**src/rtl/if_id_stage.sv**
```systemverilog
// Fetch stage: owns the PC and the IF/ID pipeline register, applies hazard-unit
// stall/flush controls, and keeps saturating stall/flush counters plus a sticky protocol flag.
`timescale 1ns/1ps
module if_id_stage #(
    parameter int unsigned              PC_WIDTH    = 32,
    parameter int unsigned              INSTR_WIDTH = 32,
    parameter logic [PC_WIDTH-1:0]      RESET_PC    = '0,
    parameter int unsigned              CNT_WIDTH   = 16
) (
    input  logic                   clk_i,
    input  logic                   rst_i,
    input  logic                   PCWrite_i,
    input  logic                   IF_IDWrite_i,
    input  logic                   Flush_i,
    input  logic [PC_WIDTH-1:0]    PC_next_i,
    input  logic [INSTR_WIDTH-1:0] Instr_i,
    output logic [PC_WIDTH-1:0]    PC_o,
    output logic [PC_WIDTH-1:0]    IF_ID_PC_o,
    output logic [INSTR_WIDTH-1:0] IF_ID_Instr_o,
    output logic                   IF_ID_Valid_o,
    output logic [1:0]             State_o,
    output logic [CNT_WIDTH-1:0]   Stall_cnt_o,
    output logic [CNT_WIDTH-1:0]   Stall_run_o,
    output logic [CNT_WIDTH-1:0]   Flush_cnt_o,
    output logic                   Protocol_err_o
);

    typedef enum logic [1:0] {
        BOOT  = 2'b00,
        RUN   = 2'b01,
        STALL = 2'b10,
        FLUSH = 2'b11
    } state_t;

    state_t                state_q, state_d;
    logic [PC_WIDTH-1:0]   pc_plus4;
    logic [CNT_WIDTH-1:0]  stall_cnt_inc, stall_run_inc, flush_cnt_inc;

    // BOOT has no exits of its own: every state follows the same control priority.
    always_comb begin
        state_d = state_q;
        if (Flush_i)
            state_d = FLUSH;
        else if (!IF_IDWrite_i)
            state_d = STALL;
        else
            state_d = RUN;
    end

    always_comb begin
        pc_plus4      = PC_o + PC_WIDTH'(4);
        stall_cnt_inc = (&Stall_cnt_o) ? Stall_cnt_o : Stall_cnt_o + CNT_WIDTH'(1);
        stall_run_inc = (&Stall_run_o) ? Stall_run_o : Stall_run_o + CNT_WIDTH'(1);
        flush_cnt_inc = (&Flush_cnt_o) ? Flush_cnt_o : Flush_cnt_o + CNT_WIDTH'(1);
    end

    always_ff @(posedge clk_i or negedge rst_i) begin
        if (!rst_i) begin
            state_q        <= BOOT;
            PC_o           <= RESET_PC;
            IF_ID_PC_o     <= '0;
            IF_ID_Instr_o  <= '0;
            IF_ID_Valid_o  <= 1'b0;
            Stall_cnt_o    <= '0;
            Stall_run_o    <= '0;
            Flush_cnt_o    <= '0;
            Protocol_err_o <= 1'b0;
        end else begin
            state_q <= state_d;
            if (Flush_i) begin
                PC_o          <= PC_next_i;
                IF_ID_PC_o    <= '0;
                IF_ID_Instr_o <= '0;
                IF_ID_Valid_o <= 1'b0;
                Flush_cnt_o   <= flush_cnt_inc;
                Stall_run_o   <= '0;
            end else if (!IF_IDWrite_i) begin
                if (PCWrite_i)
                    PC_o <= PC_next_i;
                Stall_cnt_o <= stall_cnt_inc;
                Stall_run_o <= stall_run_inc;
            end else begin
                IF_ID_Instr_o <= Instr_i;
                IF_ID_PC_o    <= pc_plus4;
                IF_ID_Valid_o <= 1'b1;
                if (PCWrite_i)
                    PC_o <= PC_next_i;
                Stall_run_o <= '0;
            end
            // Mismatched PC/IF-ID writes lose or duplicate a fetch; flag it until reset.
            if (!Flush_i && (PCWrite_i != IF_IDWrite_i))
                Protocol_err_o <= 1'b1;
        end
    end

    assign State_o = state_q;

endmodule

```
**config.mk**
```make
export PLATFORM = sky130hd
export DESIGN_NAME = if_id_stage
export DESIGN_NICKNAME = d
export VERILOG_FILES = /design/src/rtl/if_id_stage.sv
export SDC_FILE = /design/constraint.sdc
export NUM_CORES = 1
export LEC_CHECK = 0
export CAP_MARGIN = 20
export CELL_PAD_IN_SITES_DETAIL_PLACEMENT = 1
export CELL_PAD_IN_SITES_GLOBAL_PLACEMENT = 2
export CORE_ASPECT_RATIO = 0.7
export CORE_MARGIN = 5
export CORE_UTILIZATION = 32
export CTS_BUF_LIST = sky130_fd_sc_hd__clkbuf_4
export CTS_CLUSTER_DIAMETER = 120
export DETAILED_ROUTE_END_ITERATION = 6
export HOLD_SLACK_MARGIN = 0.08
export PLACE_DENSITY_LB_ADDON = 0.1
export SYNTH_ARGS = -nofsm -noshare
export SYNTH_HDL_FRONTEND = slang
export SYNTH_SLANG_ARGS = --single-unit
```
**constraint.sdc**
```tcl
create_clock -name clk_i -period 3.1 [get_ports clk_i]
set_input_delay 0.62 -clock clk_i [delete_from_list [all_inputs] [get_ports clk_i]]
set_output_delay 0.62 -clock clk_i [all_outputs]
set_load 0.005 [all_outputs]
```
Word level (Yosys, flattened, before mapping)
Cells that the tools add are included.

word-level totals
  register bits after elaboration = 148
  latch bits = 0
  bits in writable memories = 0
  ROM bits = 0
  input bits = 69
  output and inout bits = 148
  logic and storage cells = 41
  memories kept = 0

operators by class
  $add $sub $neg = 4
  $mul = 0
  divide/modulo/power cells = 0
  $lt $le $gt $ge = 0
  equal/unequal tests = 2
  shift operators = 0
  muxes and demuxes = 13
  bitwise logic cells = 4
  reduce and logical (&&, ||, !) cells = 9

operator list
  operator               count
  $mux 32                6
  $add 16x1->16 const B  3
  $mux 16                3
  $reduce_and 16->1      3
  $add 32x3->32 const B  1
  $mux 2                 2
  $not 1->1              4
  $reduce_bool 2->1      2
  $ne 3x3->1 const B     1
  $reduce_and 3->1       1
  $mux 1                 2
  $reduce_and 2->1       1
  $logic_and 1x1->1      1
  $logic_not 1->1        1
  $ne 1x1->1             1

Longest topological paths before layout
Gate-level depths: netlist (run 1).

  depth in word-level cells = 4
  mapped depth = 7
  gate-level depth less buffers = 6

Worst setup path after synthesis (run 1)
Ideal clock, no wire load.

  path kind = input-to-reg
  start point = input Flush_i
  end point = register Stall_cnt_o[14]
  setup time = 0.123 ns
  arrival time = 1.775 ns
  data required time = 2.977 ns
  path slack = 1.202 ns
  stages = 7
  path buffers = 1
  path through = clkbuf_1 nor2_1 clkinv_1 nor2_1 and3_1 nand4_1 xnor2_1

on the way
  cells in the longest elaborated chain, start to end = 2

RTL lines
  what                               line  source
  from (decl)                        14    input logic Flush_i,
  $not 1->1 (no source line)         --
  $reduce_and 3->1 (no source line)  --
  to (signal assigned)               80    Stall_cnt_o <= stall_cnt_inc;
  to (decl)                          22    output logic [CNT_WIDTH-1:0] Stall_cnt_o,

No other way between the ends.
A chain may end at the register's enable or synchronous reset.

Final worst setup path (run 1)
  start point = register PC_o[10]
  end point = output PC_o[10]

RTL lines
  what                    line  source
  from (decl)             17    output logic [PC_WIDTH-1:0] PC_o,
  from (signal assigned)  71    PC_o <= PC_next_i;
  from (signal assigned)  79    PC_o <= PC_next_i;
  from (signal assigned)  87    PC_o <= PC_next_i;

No word-level cell between the ends.

==> results of run 1 <==
## Yosys cell counts
| master | instances | area share, % |
|---|---|---|
| dfrtp_1 | 148 | 56 |
| nor2_1 | 94 | 5.3 |
| mux2i_1 | 39 | 5.9 |
| nand2_1 | 35 | 2.0 |
| mux2_2 | 34 | 5.7 |
| xor2_1 | 31 | 4.1 |
| xnor2_1 | 29 | 3.8 |
| nand3_1 | 25 | 1.9 |
| nand4_1 | 25 | 2.3 |
| a211oi_1 | 21 | 2.4 |
| clkbuf_1 | 20 | 1.1 |
| o21ai_0 | 11 | 0.83 |
| and3_1 | 10 | 0.94 |
| and4_1 | 10 | 1.3 |
| nor3_1 | 9 | 0.67 |
| a31oi_1 | 6 | 0.56 |
| and2_1 | 5 | 0.47 |
| buf_1 | 5 | 0.28 |
| inv_1 | 5 | 0.28 |
| a21oi_1 | 4 | 0.30 |
| a311oi_1 | 4 | 0.52 |
| buf_2 | 4 | 0.30 |
| ha_1 | 4 | 0.75 |
| or3_1 | 3 | 0.28 |
| o2111ai_1 | 2 | 0.26 |
| or2_2 | 2 | 0.19 |
| a2111o_1 | 1 | 0.17 |
| a41oi_1 | 1 | 0.13 |
| and2_0 | 1 | 0.094 |
| buf_4 | 1 | 0.11 |
| clkinv_1 | 1 | 0.056 |
| nand2b_1 | 1 | 0.094 |
| nand3_2 | 1 | 0.15 |
| nand4_4 | 1 | 0.32 |
| nor3b_1 | 1 | 0.11 |
| nor4_1 | 1 | 0.094 |
| nor4_4 | 1 | 0.32 |
| nor4b_1 | 1 | 0.13 |
| o211ai_1 | 1 | 0.11 |
| o21a_1 | 1 | 0.11 |
| o21bai_1 | 1 | 0.11 |
## where the power goes
part / internal [mW] / switching [mW] / total (mW)
sequential: 2.10 / 0.230 / 2.33
combinational: 0.550 / 0.346 / 0.897
clock: 0.562 / 0.758 / 1.32
total: 3.22 / 1.33 / 4.55
## through the flow
step	setup WS [ps]	cell area, um^2	power (mW)
3_3_place_gp	819	9170	3.26
2_1_floorplan	1200	6670	2.64
5_1_grt	689	9480	4.83
6_report	823	9480	4.55
4_1_cts	756	9480	4.63
3_5_place_dp	758	9170	3.28
## sequential cells by signal (all words and copies together), names as in the netlist
register / count
Stall_cnt_o: 16
State_o: 2
Flush_cnt_o: 16
IF_ID_Instr_o: 32
Stall_run_o: 16
Protocol_err_o: 1
IF_ID_PC_o: 32
IF_ID_Valid_o: 1
PC_o: 32
## kinds of logic after synthesis
group	after synthesis
AO/OA/AOI/OAI	53
XOR/XNOR	60
adder cells (fa/ha/maj)	4
buffers and inverters	36
flip-flops	148
multiplexers	73
AND/OR/NAND/NOR	226
## final timing paths
path	start	end	slack, ps
max	PC_o[10]$_DFFE_PN0P_	PC_o[10]	820
max reg2reg	PC_o[7]$_DFFE_PN0P_	IF_ID_PC_o[20]$_DFFE_PN0P_	890
min reg2reg	Protocol_err_o$_DFFE_PN0P_	Protocol_err_o$_DFFE_PN0P_	500
max in group asynchronous	rst_i	IF_ID_Instr_o[16]$_DFFE_PN0P_	1700
min in group asynchronous	rst_i	PC_o[12]$_DFFE_PN0P_	600
min	Protocol_err_o$_DFFE_PN0P_	Protocol_err_o$_DFFE_PN0P_	500
## layer usage
metal	track usage, %	wire length [um]
met3	5.64	1450
met4	4.23	194
met5	0	7
met1	23.1	9360
met2	27.1	9220
## area by class of cell
| class | instances | area [um^2] |
|---|---|---|
| Clock buffer | 17 | 128 |
| Clock inverter | 15 | 178 |
| Fill cell | 2246 | 11200 |
| Inverter | 6 | 22.5 |
| Multi-Input combinational cell | 416 | 2830 |
| Sequential cell | 148 | 3700 |
| Tap cell | 276 | 345 |
| Timing Repair Buffer | 228 | 2270 |
==> summary.md, run 1 <==
| Metric | Value |
|---|---|
| Synth Area in Compound Gates | 5.48% |
| Total global routing overflow | 0 |
| Hold WS | 504 ps |
| Worst Reg-to-Reg Cells | 6 |
| WP data arrival | 1660 ps |
| Clock Skew | 24.5 ps |
| Number of diodes | 0 |
| Root Buffer | clkbuf_4 |
| # Post-CTS Setup Buffers | 0 |
| Die area | 23900 um^2 |
| Io pins | 217 |
| Fin crit period | 2280 ps |
| Post-synthesis instance area | 6670 um^2 |
| DP HPWL | 15.0 mm |
| Yosys warns | 0 |
| Worst-margin pin slew | 664 ps |
| RSZ-0062 raised after global routing | no |
| Vias in the first global route | 5766 |
| Hold_buf cts | 1 |
| Critical path peak fanout | 7 |
| Post-Synth Simple-Gate Area | 16.7% |
| Crit path depth | 1 |
| WS Path Type | reg -> out |
| GRT Total Usage | 17.2% |
| CP endpoint kind | output pin |
| Synth Instances | 600 |
| FP Rows | 44 |
| Post-Syn Nets | 673 |
| Layout cells sized above 1 | 10.1% |
| Synthesis-to-layout area growth | 42.1% |
| Critical-path top delay cell | clkdlybuf4s50_1 |
| Commonest non-fill, non-tap cell in the layout | clkdlybuf4s50_1 |
| Drt total wl | 20.2 mm |
| Most frequent cells in the layout | 213 x clkdlybuf4s50_1, 148 x dfrtp_1, 93 x nor2_1, 39 x mux2i_1, 35 x nand2_1 |
| Mean post-synth cell area | 11.1 um^2 |
| WL per Instance | 18.3 um |
| CTS resizes | 0 |
| Final cell count without fillers | 1106 |
| Xor/xnor cell area share of the yosys netlist | 7.88% |
| CTS tree | yes |
| Clk sink count | 148 |
| Max IR drop VDD | 0.000238 V |
| Clk buf depth | 2 |
| Gpl congestion | 0.814 |
| CTS clk-pin slew, worst paths | 140 ps |
| Worst skew pair latency | 550 ps |
| Vias per cell | 4.86 |
| Htree depth | 4 |
| Fmax | 439 MHz |
| Mux contribution to synthesized area | 11.6% |
| CP startpoint kind | register |
| Cell Pwr Density | 480 nW/um^2 |
| Fin util | 45.9% |
| DRT Pass-1 Iters | 4 |
| Fin crit share | 73.4% |
| Outcome | finished, final reports clean |
| Final net count | 890 |
| Final-report hold violation count | 0 |
| Initial antenna violation count | 1 |
| Unique cell type count in the Yosys netlist | 41 |
| Synth Register Bits | 148 |
| Lkg Pwr | 3.92 nW |
| Setup_tns | 0 ps |
| Vias post-DR | 5377 |
| Initial Utilization | 32.3% |
| DRT iter0 DRCs | 274 |
| Worst slew margin | 55.7% |
| CP bufs+invs | 1 |
| Die H | 131 um |
| Hold depth | 1 |
| IO Port Bufs | 216 |
| Hold Crit Class | reg -> reg |
| Post-route DRC | 0 |
| CP required | 2480 ps |
| Crit-path cells | clkdlybuf4s50_1 |
| Adder-cell share of the synthesized area | 0.750% |
| First-pass GRT wire length | 32.3 mm |
| Final slew viol count | 0 |
| Num CTS Buffers | 17 |
| Largest net degree at the start of global routing | 63 |
| Core box area | 20600 um^2 |
| Largest stage delay on the critical path | 570 ps |
| Max_cap viols | 0 |
| Chip width | 183 um |
| Main combinational cell family by area after synthesis | simple AND/OR/NAND/NOR gates |
| Inst Count DP | 1073 |
| Critical path's top delay family | buffers and inverters |
| Setup Viol. Count Final | 0 |
| DRT antenna net count | 0 |
| Register area share after synthesis | 55.5% |
(Power assumes the default switching activity.)
==> run 2, diff against run 1 <==
CORE_UTILIZATION = 27   (was 32)
clock period = 1.97 ns   (was 3.1 ns; I/O delays follow)
==> run 2 against run 1 <==
Net effect:
- worst setup slack worse by 720 ps
- register-to-register slack worse by 780 ps
- clock power is 52% higher
- final cell count is 15% higher
- clock skew is 3.4 ps lower
- hold slack worse by 250 ps
- via count is 6.9% higher
- global-route usage is 0.78 points lower
- utilization is 3.0 points lower
- die area is 17% higher
- non-clock buffer count is 116 higher
==> summary.md, run 2 (same netlist as run 1, synthesis figures left out) <==
| Metric | Value |
|---|---|
| Hold Crit Class | in -> reg |
| Largest stage delay on the critical path | 550 ps |
| Total Power | 7.41 mW |
| Final slew viol count | 0 |
| Final net count | 1006 |
| CP startpoint kind | register |
| RSZ-0062 raised after global routing | yes |
| Worst slew margin | 65.1% |
| Post-route DRC | 0 |
| Max_cap viols | 0 |
| CTS tree | yes |
| CP required | 1580 ps |
| CP bufs+invs | 1 |
| Most frequent cells in the layout | 150 x clkdlybuf4s50_1, 135 x dfrtp_1, 122 x buf_4, 93 x nor2_1, 39 x mux2i_1 |
| Critical-path top delay cell | clkdlybuf4s50_1 |
| WP data arrival | 1470 ps |
| Critical path's top delay family | buffers and inverters |
| Die H | 142 um |
| Core box area | 24500 um^2 |
| Dpl ws | 37.5 ps |
| DRT antenna net count | 0 |
| Fill cells | 2709 |
| Htree depth | 4 |
| CP endpoint kind | output pin |
| WS Path Type | reg -> out |
| Commonest non-fill, non-tap cell in the layout | clkdlybuf4s50_1 |
| Largest regs | IF_ID_Instr_o x32, IF_ID_PC_o x32, PC_o x32 |
| Vias post-DR | 5747 |
| Switching share of power | 28.5% |
| Vias in the first global route | 6399 |
| Setup_tns | 0 ps |
| Max IR drop VDD | 0.000335 V |
| GRT Total Usage | 16.4% |
| Chip width | 198 um |
| Layout cells sized above 1 | 22.7% |
| Num CTS Buffers | 17 |
| WL per Instance | 17.7 um |
| CTS clk-pin slew, worst paths | 120 ps |
| Cell Pwr Density | 705 nW/um^2 |
| Internal power | 5.30 mW |
| Final-report hold violation count | 0 |
| Fin crit period | 1870 ps |
| Worst skew pair latency | 570 ps |
| DRT iter0 DRCs | 239 |
| IO Port Bufs | 216 |
| Final WS setup | 103 ps |
| Clk buf depth | 2 |
| Worst-margin pin slew | 524 ps |
| Logic pwr share | 25.9% |
| Initial Utilization | 27.2% |
| Sequential power share | 47.0% |
| Drt total wl | 22.6 mm |
| Die area | 28000 um^2 |
| Fin crit share | 94.8% |
| Total global routing overflow | 0 |
| Synthesis-to-layout area growth | 57.5% |
| Clock Skew | 21.1 ps |
| FP Rows | 48 |
| Initial antenna violation count | 1 |
| Fmax | 536 MHz |
| Critical path peak fanout | 2 |
| Crit-path cells | clkdlybuf4s50_1 |
| Lkg Pwr | 5.02 nW |
| DRT Pass-1 Iters | 4 |
| Clock network power share | 27.0% |
| Clk sink count | 148 |
| Root Buffer | clkbuf_4 |
| First-pass GRT wire length | 36.3 mm |
| Psw | 2.11 mW |
| Gpl congestion | 0.782 |
| DP HPWL | 16.1 mm |
| Vias per cell | 4.51 |
| Outcome | finished, final reports clean |
| Largest net degree at the start of global routing | 86 |
| Setup Viol. Count Final | 0 |
| Io pins | 217 |
-- run 2: cell types whose count changed in the layout (fill, tap and decap cells not counted), moves of 3 or more --
cell / previous run / this run
buf_4: 10 / 122
clkdlybuf4s50_1: 213 / 150
dlymetal6s2s_1: 0 / 32
dlygate4sd2_1: 0 / 31
dfrtp_1: 148 / 135
dfrtp_2: 0 / 13
clkinv_1: 3 / 6
inv_6: 3 / 0
-- run 2: worst paths after layout --
kind	cells past startpoint	start	endpoint	slack, ps
setup / recovery	1	IF_ID_PC_o[15]$_DFFE_PN0P_	IF_ID_PC_o[15]	100
hold / removal	3	Flush_i	Protocol_err_o$_DFFE_PN0P_	260
setup reg to reg	7	PC_o[11]$_DFFE_PN0P_	IF_ID_PC_o[31]$_DFFE_PN0P_	110
hold reg to reg	1	Protocol_err_o$_DFFE_PN0P_	Protocol_err_o$_DFFE_PN0P_	480
max in group asynchronous	3	rst_i	Flush_cnt_o[9]$_DFFE_PN0P_	920
min in group asynchronous	2	rst_i	IF_ID_PC_o[1]$_DFFE_PN0P_	310
-- run 2: power by group through the flow --
| stage | Clock, mW | Combinational [mW] | Sequential (mW) |
|---|---|---|---|
| after floorplan | 0 | 0.500 | 3.65 |
| after global placement | 0 | 1.61 | 3.63 |
| after detailed placement | 0 | 1.65 | 3.65 |
| after CTS | 2.12 | 1.94 | 3.49 |
| after global routing | 2.25 | 2.09 | 3.52 |
| final | 2.00 | 1.92 | 3.48 |
-- run 2: metal layers --
metal	up-vias	track usage, %	part of all wire [%]
met1	2836	22.6	47
met4	0	4.24	1.1
met2	127	26.0	47
met3	16	4.18	4.9
met5	-	0	0
li1	2768	-	-
-- run 2: timing repair --
action	4_1_cts	5_1_grt
resized for setup	46	37
buffers inserted	63	17
hold buffers	1	0
pin swaps	1	2
endpoints found under the setup margin	76	52
endpoints found under the hold margin	45	0
-- run 2: cell type report --
class	instances	area [um^2]	area share (%)
antenna	2	5.00	0.0476
clock buffer	19	143	1.36
clock inverter	13	140	1.33
inverter	6	22.5	0.214
multi-input combinational	416	2860	27.2
sequential	148	3720	35.4
tap	325	407	3.87
timing repair buffer	344	3220	30.6
-- run 2: metrics by stage --
step / cells / utilization (%) / cell area (um^2) / hold WS, ps
floorplan: 600 / - / 6670 / 98.4
global placement: 1158 / 38.9 / 9520 / 353
detailed placement: 1158 / 38.9 / 9520 / 359
CTS: 1254 / 41.9 / 10300 / 191
global route: 1273 / 42.9 / 10500 / 214
finish: 1273 / 42.9 / 10500 / 256
